$ cat src/rtl/udm_uart_pkg.sv
// Shared definitions for the UDM UART blocks: parity modes, rx FSM states,
// divider limits and small helper functions.
package udm_uart_pkg;

  localparam int DIV_W       = 16;
  localparam int DEFAULT_DIV = 608;
  localparam int MIN_DIV     = 4;

  localparam logic [1:0] PARITY_NONE = 2'd0;
  localparam logic [1:0] PARITY_EVEN = 2'd1;
  localparam logic [1:0] PARITY_ODD  = 2'd2;

  typedef enum logic [2:0] {
    IDLE      = 3'd0,
    START     = 3'd1,
    DATA      = 3'd2,
    PARITY    = 3'd3,
    STOP      = 3'd4,
    WAIT_IDLE = 3'd5
  } rx_state_e;

  function automatic logic [DIV_W-1:0] clamp_div(input logic [DIV_W-1:0] div,
                                                 input logic [DIV_W-1:0] dflt,
                                                 input logic [DIV_W-1:0] mn);
    logic [DIV_W-1:0] res;
    if (div == {DIV_W{1'b0}}) begin
      res = dflt;
    end else if (div < mn) begin
      res = mn;
    end else begin
      res = div;
    end
    return res;
  endfunction

  function automatic logic parity8(input logic [7:0] b);
    return ^b;
  endfunction

endpackage

$ cat src/rtl/udm_sync_2ff.sv
// Generic two-flop synchroniser; RESET_VAL sets the value presented while
// in reset so the consumer sees a benign level.
module udm_sync_2ff #(
  parameter logic RESET_VAL = 1'b0
) (
  input  logic clk,
  input  logic rst_n,
  input  logic d,
  output logic q
);

  logic meta_r;
  logic sync_r;

  // two-stage capture of the asynchronous input
  always_ff @(posedge clk or negedge rst_n) begin
    if (!rst_n) begin
      meta_r <= RESET_VAL;
      sync_r <= RESET_VAL;
    end else begin
      meta_r <= d;
      sync_r <= meta_r;
    end
  end

  assign q = sync_r;

endmodule

$ cat src/rtl/udm_uart_rx.sv
// UART receiver of the UDM debug bridge: 8 data bits, optional parity, one
// stop bit, runtime baud divider, valid/ready byte output with error pulses.
module udm_uart_rx #(
  parameter int DIV_WIDTH   = 16,
  parameter int DEFAULT_DIV = udm_uart_pkg::DEFAULT_DIV,
  parameter int MIN_DIV     = udm_uart_pkg::MIN_DIV
) (
  input  logic                 clk_i,
  input  logic                 arst_n_i,
  input  logic                 rx_i,
  input  logic [DIV_WIDTH-1:0] baud_div_i,
  input  logic [1:0]           parity_mode_i,
  output logic [7:0]           data_o,
  output logic                 data_valid_o,
  input  logic                 data_ready_i,
  output logic                 frame_err_o,
  output logic                 parity_err_o,
  output logic                 overrun_o,
  output logic                 busy_o
);
  import udm_uart_pkg::*;

  localparam logic [DIV_WIDTH-1:0] CNT_ZERO = {DIV_WIDTH{1'b0}};
  localparam logic [DIV_WIDTH-1:0] CNT_ONE  = {{(DIV_WIDTH-1){1'b0}}, 1'b1};

  logic                 rx_s;
  logic                 rx_prev_r;
  rx_state_e            state_r, state_n;
  logic [DIV_WIDTH-1:0] cnt_r, cnt_n;
  logic [DIV_WIDTH-1:0] div_r, div_n, div_sel_s;
  logic [2:0]           idx_r, idx_n;
  logic [7:0]           shift_r, shift_n;
  logic [1:0]           pmode_r, pmode_n;
  logic                 pbad_r, pbad_n;
  logic                 tc_s, par_en_s, good_s, perr_s, ferr_s, accept_s;
  logic [7:0]           data_r;
  logic                 valid_r, ferr_r, perr_r, ovr_r, busy_r;

  udm_sync_2ff #(.RESET_VAL(1'b1)) u_sync (
    .clk   (clk_i),
    .rst_n (arst_n_i),
    .d     (rx_i),
    .q     (rx_s)
  );

  assign div_sel_s = clamp_div(baud_div_i, DIV_W'(DEFAULT_DIV), DIV_W'(MIN_DIV));
  assign tc_s      = (cnt_r == CNT_ZERO);
  assign par_en_s  = (pmode_r == PARITY_EVEN) || (pmode_r == PARITY_ODD);
  assign accept_s  = valid_r & data_ready_i;

  // FSM state and datapath registers
  always_ff @(posedge clk_i or negedge arst_n_i) begin
    if (!arst_n_i) begin
      state_r   <= IDLE;
      rx_prev_r <= 1'b1;
      cnt_r     <= CNT_ZERO;
      div_r     <= CNT_ZERO;
      idx_r     <= 3'd0;
      shift_r   <= 8'h00;
      pmode_r   <= 2'd0;
      pbad_r    <= 1'b0;
    end else begin
      state_r   <= state_n;
      rx_prev_r <= rx_s;
      cnt_r     <= cnt_n;
      div_r     <= div_n;
      idx_r     <= idx_n;
      shift_r   <= shift_n;
      pmode_r   <= pmode_n;
      pbad_r    <= pbad_n;
    end
  end

  // next-state, bit timing and frame completion events
  always_comb begin
    state_n = state_r;
    cnt_n   = tc_s ? cnt_r : (cnt_r - CNT_ONE);
    div_n   = div_r;
    idx_n   = idx_r;
    shift_n = shift_r;
    pmode_n = pmode_r;
    pbad_n  = pbad_r;
    good_s  = 1'b0;
    perr_s  = 1'b0;
    ferr_s  = 1'b0;
    case (state_r)
      IDLE: begin
        if (rx_prev_r && !rx_s) begin
          state_n = START;
          cnt_n   = (div_sel_s >> 1'b1) - CNT_ONE;
          div_n   = div_sel_s;
          pmode_n = parity_mode_i;
          pbad_n  = 1'b0;
        end else begin
          state_n = IDLE;
        end
      end
      START: begin
        if (tc_s) begin
          if (rx_s) begin
            state_n = IDLE;
          end else begin
            state_n = DATA;
            cnt_n   = div_r - CNT_ONE;
            idx_n   = 3'd0;
          end
        end else begin
          state_n = START;
        end
      end
      DATA: begin
        if (tc_s) begin
          shift_n = {rx_s, shift_r[7:1]};
          cnt_n   = div_r - CNT_ONE;
          idx_n   = idx_r + 3'd1;
          if (idx_r == 3'd7) begin
            state_n = par_en_s ? PARITY : STOP;
          end else begin
            state_n = DATA;
          end
        end else begin
          state_n = DATA;
        end
      end
      PARITY: begin
        if (tc_s) begin
          pbad_n  = (parity8(shift_r) ^ rx_s) != (pmode_r == PARITY_ODD);
          cnt_n   = div_r - CNT_ONE;
          state_n = STOP;
        end else begin
          state_n = PARITY;
        end
      end
      STOP: begin
        if (tc_s) begin
          if (rx_s) begin
            perr_s  = pbad_r;
            good_s  = ~pbad_r;
            state_n = IDLE;
          end else begin
            ferr_s  = 1'b1;
            state_n = WAIT_IDLE;
          end
        end else begin
          state_n = STOP;
        end
      end
      WAIT_IDLE: begin
        if (rx_s) begin
          state_n = IDLE;
        end else begin
          state_n = WAIT_IDLE;
        end
      end
      default: begin
        state_n = IDLE;
      end
    endcase
  end

  // output buffer, handshake and one-cycle error pulses
  always_ff @(posedge clk_i or negedge arst_n_i) begin
    if (!arst_n_i) begin
      data_r  <= 8'h00;
      valid_r <= 1'b0;
      ferr_r  <= 1'b0;
      perr_r  <= 1'b0;
      ovr_r   <= 1'b0;
      busy_r  <= 1'b0;
    end else begin
      ferr_r <= ferr_s;
      perr_r <= perr_s;
      ovr_r  <= good_s & valid_r & ~accept_s;
      busy_r <= (state_n != IDLE);
      if (good_s && (!valid_r || accept_s)) begin
        data_r  <= shift_r;
        valid_r <= 1'b1;
      end else if (accept_s) begin
        valid_r <= 1'b0;
      end else begin
        valid_r <= valid_r;
      end
    end
  end

  assign data_o       = data_r;
  assign data_valid_o = valid_r;
  assign frame_err_o  = ferr_r;
  assign parity_err_o = perr_r;
  assign overrun_o    = ovr_r;
  assign busy_o       = busy_r;

endmodule

$ cat config.mk
export PLATFORM = sky130hd
export DESIGN_NAME = udm_uart_rx
export DESIGN_NICKNAME = d
export VERILOG_FILES = /design/src/rtl/udm_uart_pkg.sv /design/src/rtl/udm_sync_2ff.sv /design/src/rtl/udm_uart_rx.sv
export SDC_FILE = /design/constraint.sdc
export NUM_CORES = 1
export LEC_CHECK = 0
export CORE_MARGIN = 2
export CORE_UTILIZATION = 35
export CTS_BUF_LIST = sky130_fd_sc_hd__clkbuf_8
export DETAILED_ROUTE_END_ITERATION = 10
export PLACE_DENSITY = 0.6
export SYNTH_ARGS = -nofsm -noshare
export SYNTH_HDL_FRONTEND = slang
export SYNTH_SLANG_ARGS = --single-unit
$ cat constraint.sdc
create_clock -name clk_i -period 5.85 [get_ports clk_i]
set_input_delay 1.17 -clock clk_i [delete_from_list [all_inputs] [get_ports clk_i]]
set_output_delay 1.17 -clock clk_i [all_outputs]
set_load 0.005 [all_outputs]
Word level (Yosys, flattened, before mapping)
Index checks and enable logic that the tools add are counted.

operators by class
  add/subtract/negate cells = 4
  reductions and logical operators = 19
  muxes and demuxes = 36
  eq/ne operators = 14
  order comparisons = 1
  bitwise logic cells = 6

operator list
  operator               number
  $mux 16                7
  $pmux 16 s3            1
  $logic_not 16->1       2
  $sub 16x1->16 const B  2
  $mux 3                 10
  $pmux 3 s6             1
  $lt 16x3->1 const B    1
  $sub 15x1->16 const B  1
  $mux 1                 14
  $ne 2x2->1 const B     5
  $eq 3x3->1 const B     3
  $reduce_xor 8->1       1
  $eq 3x2->1 const B     2
  $pmux 3 s2             1
  $reduce_bool 2->1      3
  $reduce_and 2->1       2
  $reduce_and 4->1       1
  $add 3x1->3 const B    1
  $and 1x1->1            3
  $eq 3x1->1 const B     1
  $logic_not 3->1        1
  $reduce_and 3->1       1
  $reduce_bool 3->1      1
  $eq 2x1->1 const B     1
  other kinds (10)       14

storage, ports and cells
  word-level logic and storage cells = 96
  output and inout bits = 13
  bits in registers = 65
  input port bits = 22

Depth between registers and ports, before layout
  word-level depth = 7
  gate-level depth with buffers = 10

Hierarchy
Synthesis repeated with hierarchy kept, for this count alone.

unflattened totals
  cell total of the unflattened synthesis = 399
  area total of the unflattened synthesis = 3818.7 µm²

by module, submodules not included
  module        instances  area each (µm²)  cells each
  udm_uart_rx   1          3766.1           397
  udm_sync_2ff  1          52.6             2

Worst setup path before layout
OpenSTA, ideal clock, no wires.

  kind = input-to-reg
  start point = input port baud_div_i[11]
  end point = register cnt_r[4]
  stages = 10
  arrival time = 3541 ps
  slack = 2177 ps
  data required time = 5719 ps
  path buffers = 0
  cells stage by stage = nor4_1 -> nand3_1 -> nor3_1 -> nand2b_1 -> ha_1 -> inv_1 -> or3_1 -> a21oi_1 -> a21oi_1 -> or3_1

on the way
  word-level cells in the longest chain between the ends = 6
  elaborated cells on any way between the ends = 7
  classes of those cells = add/sub (1); order compare (1); mux (4); reduce/logical (1)

ends and longest elaborated chain
  what                    RTL line            source
  start: declaration      udm_uart_rx.sv:11   input logic [DIV_WIDTH-1:0] baud_div_i,
  $lt 16x3->1             udm_uart_pkg.sv:28  end else if (div < mn) begin
  $mux 16                 udm_uart_pkg.sv:28
  $mux 16 (*)             udm_uart_pkg.sv:26  if (div == {DIV_W{1'b0}}) begin
  $sub 15x1->16 (*)       udm_uart_rx.sv:90   cnt_n = (div_sel_s >> 1'b1) - CNT_ONE;
  $mux 16 (*)             udm_uart_rx.sv:88   if (rx_prev_r && !rx_s) begin
  $pmux 16 s3 (*)         udm_uart_rx.sv:86   case (state_r)
  named net cnt_n[4]      udm_uart_rx.sv:29   logic [DIV_WIDTH-1:0] cnt_r, cnt_n;
  end signal: assignment  udm_uart_rx.sv:65   cnt_r <= cnt_n;
  end: declaration        udm_uart_rx.sv:29

The timed path passes the listed nets; every way through them passes the cells marked *.
A chain may end at the register's enable or synchronous reset.

Worst setup path in the final report
  start point = input port baud_div_i[10]
  end point = register cnt_r[4]

Same word-level chain as after synthesis.

==> key figures <==
Setup path
  • Worst setup path endpoint: cnt_r[4]
  • Setup CP Type: primary input to flop
  • Worst path cell trace: clkdlybuf4s50_1 -> nor4_1 -> nand3_1 -> nor3_1 -> nand2b_1 -> ha_1 -> inv_1 -> or3_1 -> a21oi_1 -> a21oi_1 -> or3_1
  • Crit path DAT: 4.53 ns
  • Worst setup SP type: primary input
  • Reg-to-reg startpoint: cnt_r[0]
  • Crit end category: flop
  • R2R depth: 9
  • Crit path launch: baud_div_i[10]
  • R2r setup slk: 2.53 ns
  • Worst r2r dst: data_o[4]
  • Worst path slowest cell: nor4_1
  • Slowest stage delay, CP: 0.67 ns
  • CP Data Required Time: 6.08 ns
  • Max FO, Critical Path: 5

Power
  • Pwr dens: 355 mW/mm^2
  • Switching power total: 0.000595 W
  • Max VDD drop: 0.000127 V
  • Tot Pwr: 0.00156 W
  • Net Sw Frac: 38.3%
  • P_int: 0.000960 W
  • Comb power frac: 32.3%
  • Sequential power share: 46.1%
  • Clk network pwr share: 21.6%
  • Leakage: 1.76 nW

Floorplanning
  • Die width: 108 um
  • # rows: 37
  • Die ar.: 0.0116 sq mm
  • IO Pins: 35
  • CORE AREA: 0.0104 sq mm
  • Starting Density: 36.2%
  • Die Height: 108 um

Synth
  • Yosys reg bits: 65
  • Area contributors post-synth: dfrtp_1 41%, nand2_1 7.0%, xnor2_1 6.5%
  • FFs w/ async S/R, synth: 100%
  • Yosys warning total: 0
  • Syn Nets: 442
  • Count of cell types in the netlist: 50
  • Post-Synthesis Cells: 413
  • Ys flop type: dfrtp_1
  • Synth Area per Inst: 9.09 sq um
  • Post-synth EDFFs: 0
  • Netlist Area Pre-Place: 0.00375 sq mm
  • Post-synth top area share: 41.3%
  • Yosys top cell by area: dfrtp_1
  • Sequential fraction of the synthesis area: 43.4%

Clock tree
  • Total CTS buffers: 9
  • Post_cts resized: 0
  • Reg clk slew, reported paths: 0.07 ns
  • Clock root buffer: clkbuf_8
  • CTS Sinks: 65
  • CTS tree: yes
  • Clock Path Buffers: 2
  • H-Tree Depth: 3
  • Cts-stage hold buffer count: 0
  • Post-CTS setup buffers: 0
  • Worst skew pair latency: 0.36 ns

STA
  • Worst slew pin tran: 0.824 ns
  • Setup violators final: 0
  • Pins over their slew limit: 0
  • Setup TNS: 0 ns
  • Fmax: 233 MHz
  • Rel. slew slack: 45.1%
  • Final hold vios: 0
  • Final period util: 73.5%
  • Worst setup margin: 1.55 ns
  • Final min period: 4.30 ns
  • RSZ-0062 raised after global routing: no
  • Worst clock skew: 0.0123 ns

Global routing
  • Overall Global Routing Usage: 15.9%
  • Vias in the first global route: 2887
  • Largest net degree at the start of global routing: 66
  • GRT Residual Overflow: 0
  • First-pass GRT wire length: 14.4 mm
  • Antenna violations before repair: 0

Hold path
  • Hold Crit Class: flop to flop

Placement
  • Pre-CTS WS: 1.28 ns
  • Buffers on Ports: 34
  • DP HPWL: 6.16 mm
  • Routability cong.: 0.925

Detailed routing
  • Drt total wl: 8.46 mm
  • Initial DRT Pass Iterations: 5
  • Residual DRC count: 0
  • Detailed-route wire length per cell: 14.5 um
  • Initial drt markers: 172
  • Vias per cell: 5.28
  • Vias: 3091
  • Antenna Nets Post-Route: 0

Final layout
  • Synthesis-to-finish area growth: 16.8%
  • Final nets: 474
  • Ant diodes: 0
  • Share of cells above drive strength 1: 8.46%

Run status
  • Status: finished clean

Flow run
  • Max-Cap Viols: 0
synthesized netlist by cell type (2+ instances only):
cell	n
nand2_1	70
dfrtp_1	62
nor2_1	35
xnor2_1	28
o21ai_0	22
nand3_1	16
a21oi_1	15
nor4_1	14
clkbuf_1	13
nor3_1	13
inv_1	12
mux2_2	9
mux2_1	8
ha_1	7
o221ai_1	7
xor2_1	7
mux2i_1	6
nand2b_1	6
o211ai_1	5
or4_1	5
a21o_1	4
nand4_1	4
nor2b_1	4
or3_1	4
dfstp_2	3
o22ai_1	3
o31a_1	3
a211oi_1	2
and2_1	2
and3_1	2
buf_2	2
o21ai_1	2
worst max-delay path: cells and delay by family:
family                   cells  cell delay, ns
AND/OR/NAND/NOR              6            2.30
buffers and inverters        2            0.60
AO/OA/AOI/OAI                2            0.20
adder cells (fa/ha/maj)      1            0.26
through the flow:
step / hold WS, ns / std cells / util (%) / instance area, sq um
final: 0.358 / 585 / 42.3 / 4390
after global placement: 0.348 / 570 / 40.7 / 4220
after floorplan: 0.345 / 413 / - / 3750
after detailed placement: 0.349 / 570 / 40.7 / 4220
after CTS: 0.360 / 585 / 42.3 / 4390
after global routing: 0.367 / 585 / 42.3 / 4390
layer usage:
metal / wire (um) / vias to the layer above / part of all wire, % / global-route usage, %
met3: 365 / 13 / 4.3 / 3.33
li1: - / 1528 / - / -
met2: 3690 / 80 / 44 / 22.9
met1: 4240 / 1470 / 50 / 22.6
met4: 172 / 0 / 2.0 / 7.60
met5: 0 / - / 0 / 0
power groups by stage:
stage	registers [W]	logic, W	clock network, W
after floorplan	0.000680	0.000399	0
after global placement	0.000719	0.000497	0
after detailed placement	0.000724	0.000501	0
after CTS	0.000715	0.000506	0.000347
after global routing	0.000737	0.000571	0.000370
final	0.000717	0.000503	0.000336
flip-flops by register name, summed over array words and instances (netlist names), 2 cells and up:
| register | count |
|---|---|
| cnt_r | 16 |
| div_r | 16 |
| data_o | 8 |
| shift_r | 8 |
| idx_r | 3 |
| state_r | 3 |
| pmode_r | 2 |
layout by cell type, fill, tap and decap left out, drive strengths merged, types with 3 or more instances in the layout:
cell           count
clkinvlp           3
o31a               3
nand2             70
a21oi             15
a21o               4
xor2               7
dfstp              3
o221ai             7
dfrtp             62
or4                6
mux2              18
xnor2             28
nor3              13
nand3             17
o21ai             24
mux2i              6
nand4              4
o211ai             5
clkbuf             9
nor2              35
inv               13
buf                4
nor2b              4
or3                5
ha                 7
nor4              16
nand2b             6
o22ai              3
clkdlybuf4s50     33
worst min path at each step:
stage	slack, ns	endpoint	start	cells after the start
finish	0.36	u_sync.q	u_sync.meta_r	0
global route	0.37	u_sync.q	u_sync.meta_r	0
CTS	0.36	u_sync.q	u_sync.meta_r	0
detailed placement	0.35	u_sync.q	u_sync.meta_r	0
global placement	0.35	u_sync.q	u_sync.meta_r	0
floorplan	0.35	u_sync.q	u_sync.meta_r	0
kinds of logic (layout without fill, tap and decap cells):
logic type / Yosys count / after routing / synth area share [%]
buf+inv: 28 / 64 / 2.97
simple gates: 183 / 183 / 24.0
mux: 24 / 24 / 7.10
compound gates: 71 / 71 / 12.0
fa+ha+maj: 7 / 7 / 2.33
flops: 65 / 65 / 43.4
xor+xnor: 35 / 35 / 8.16
cell type report:
class	instances	area [sq um]
repair buffers	37	358
clock buffers	9	124
flip-flops and latches	65	1630
inverters	12	45.0
fillers	1020	5980
well taps	136	170
clock inverters	6	45.0
multi-input cells	320	2010
(Power assumes the default switching activity.)
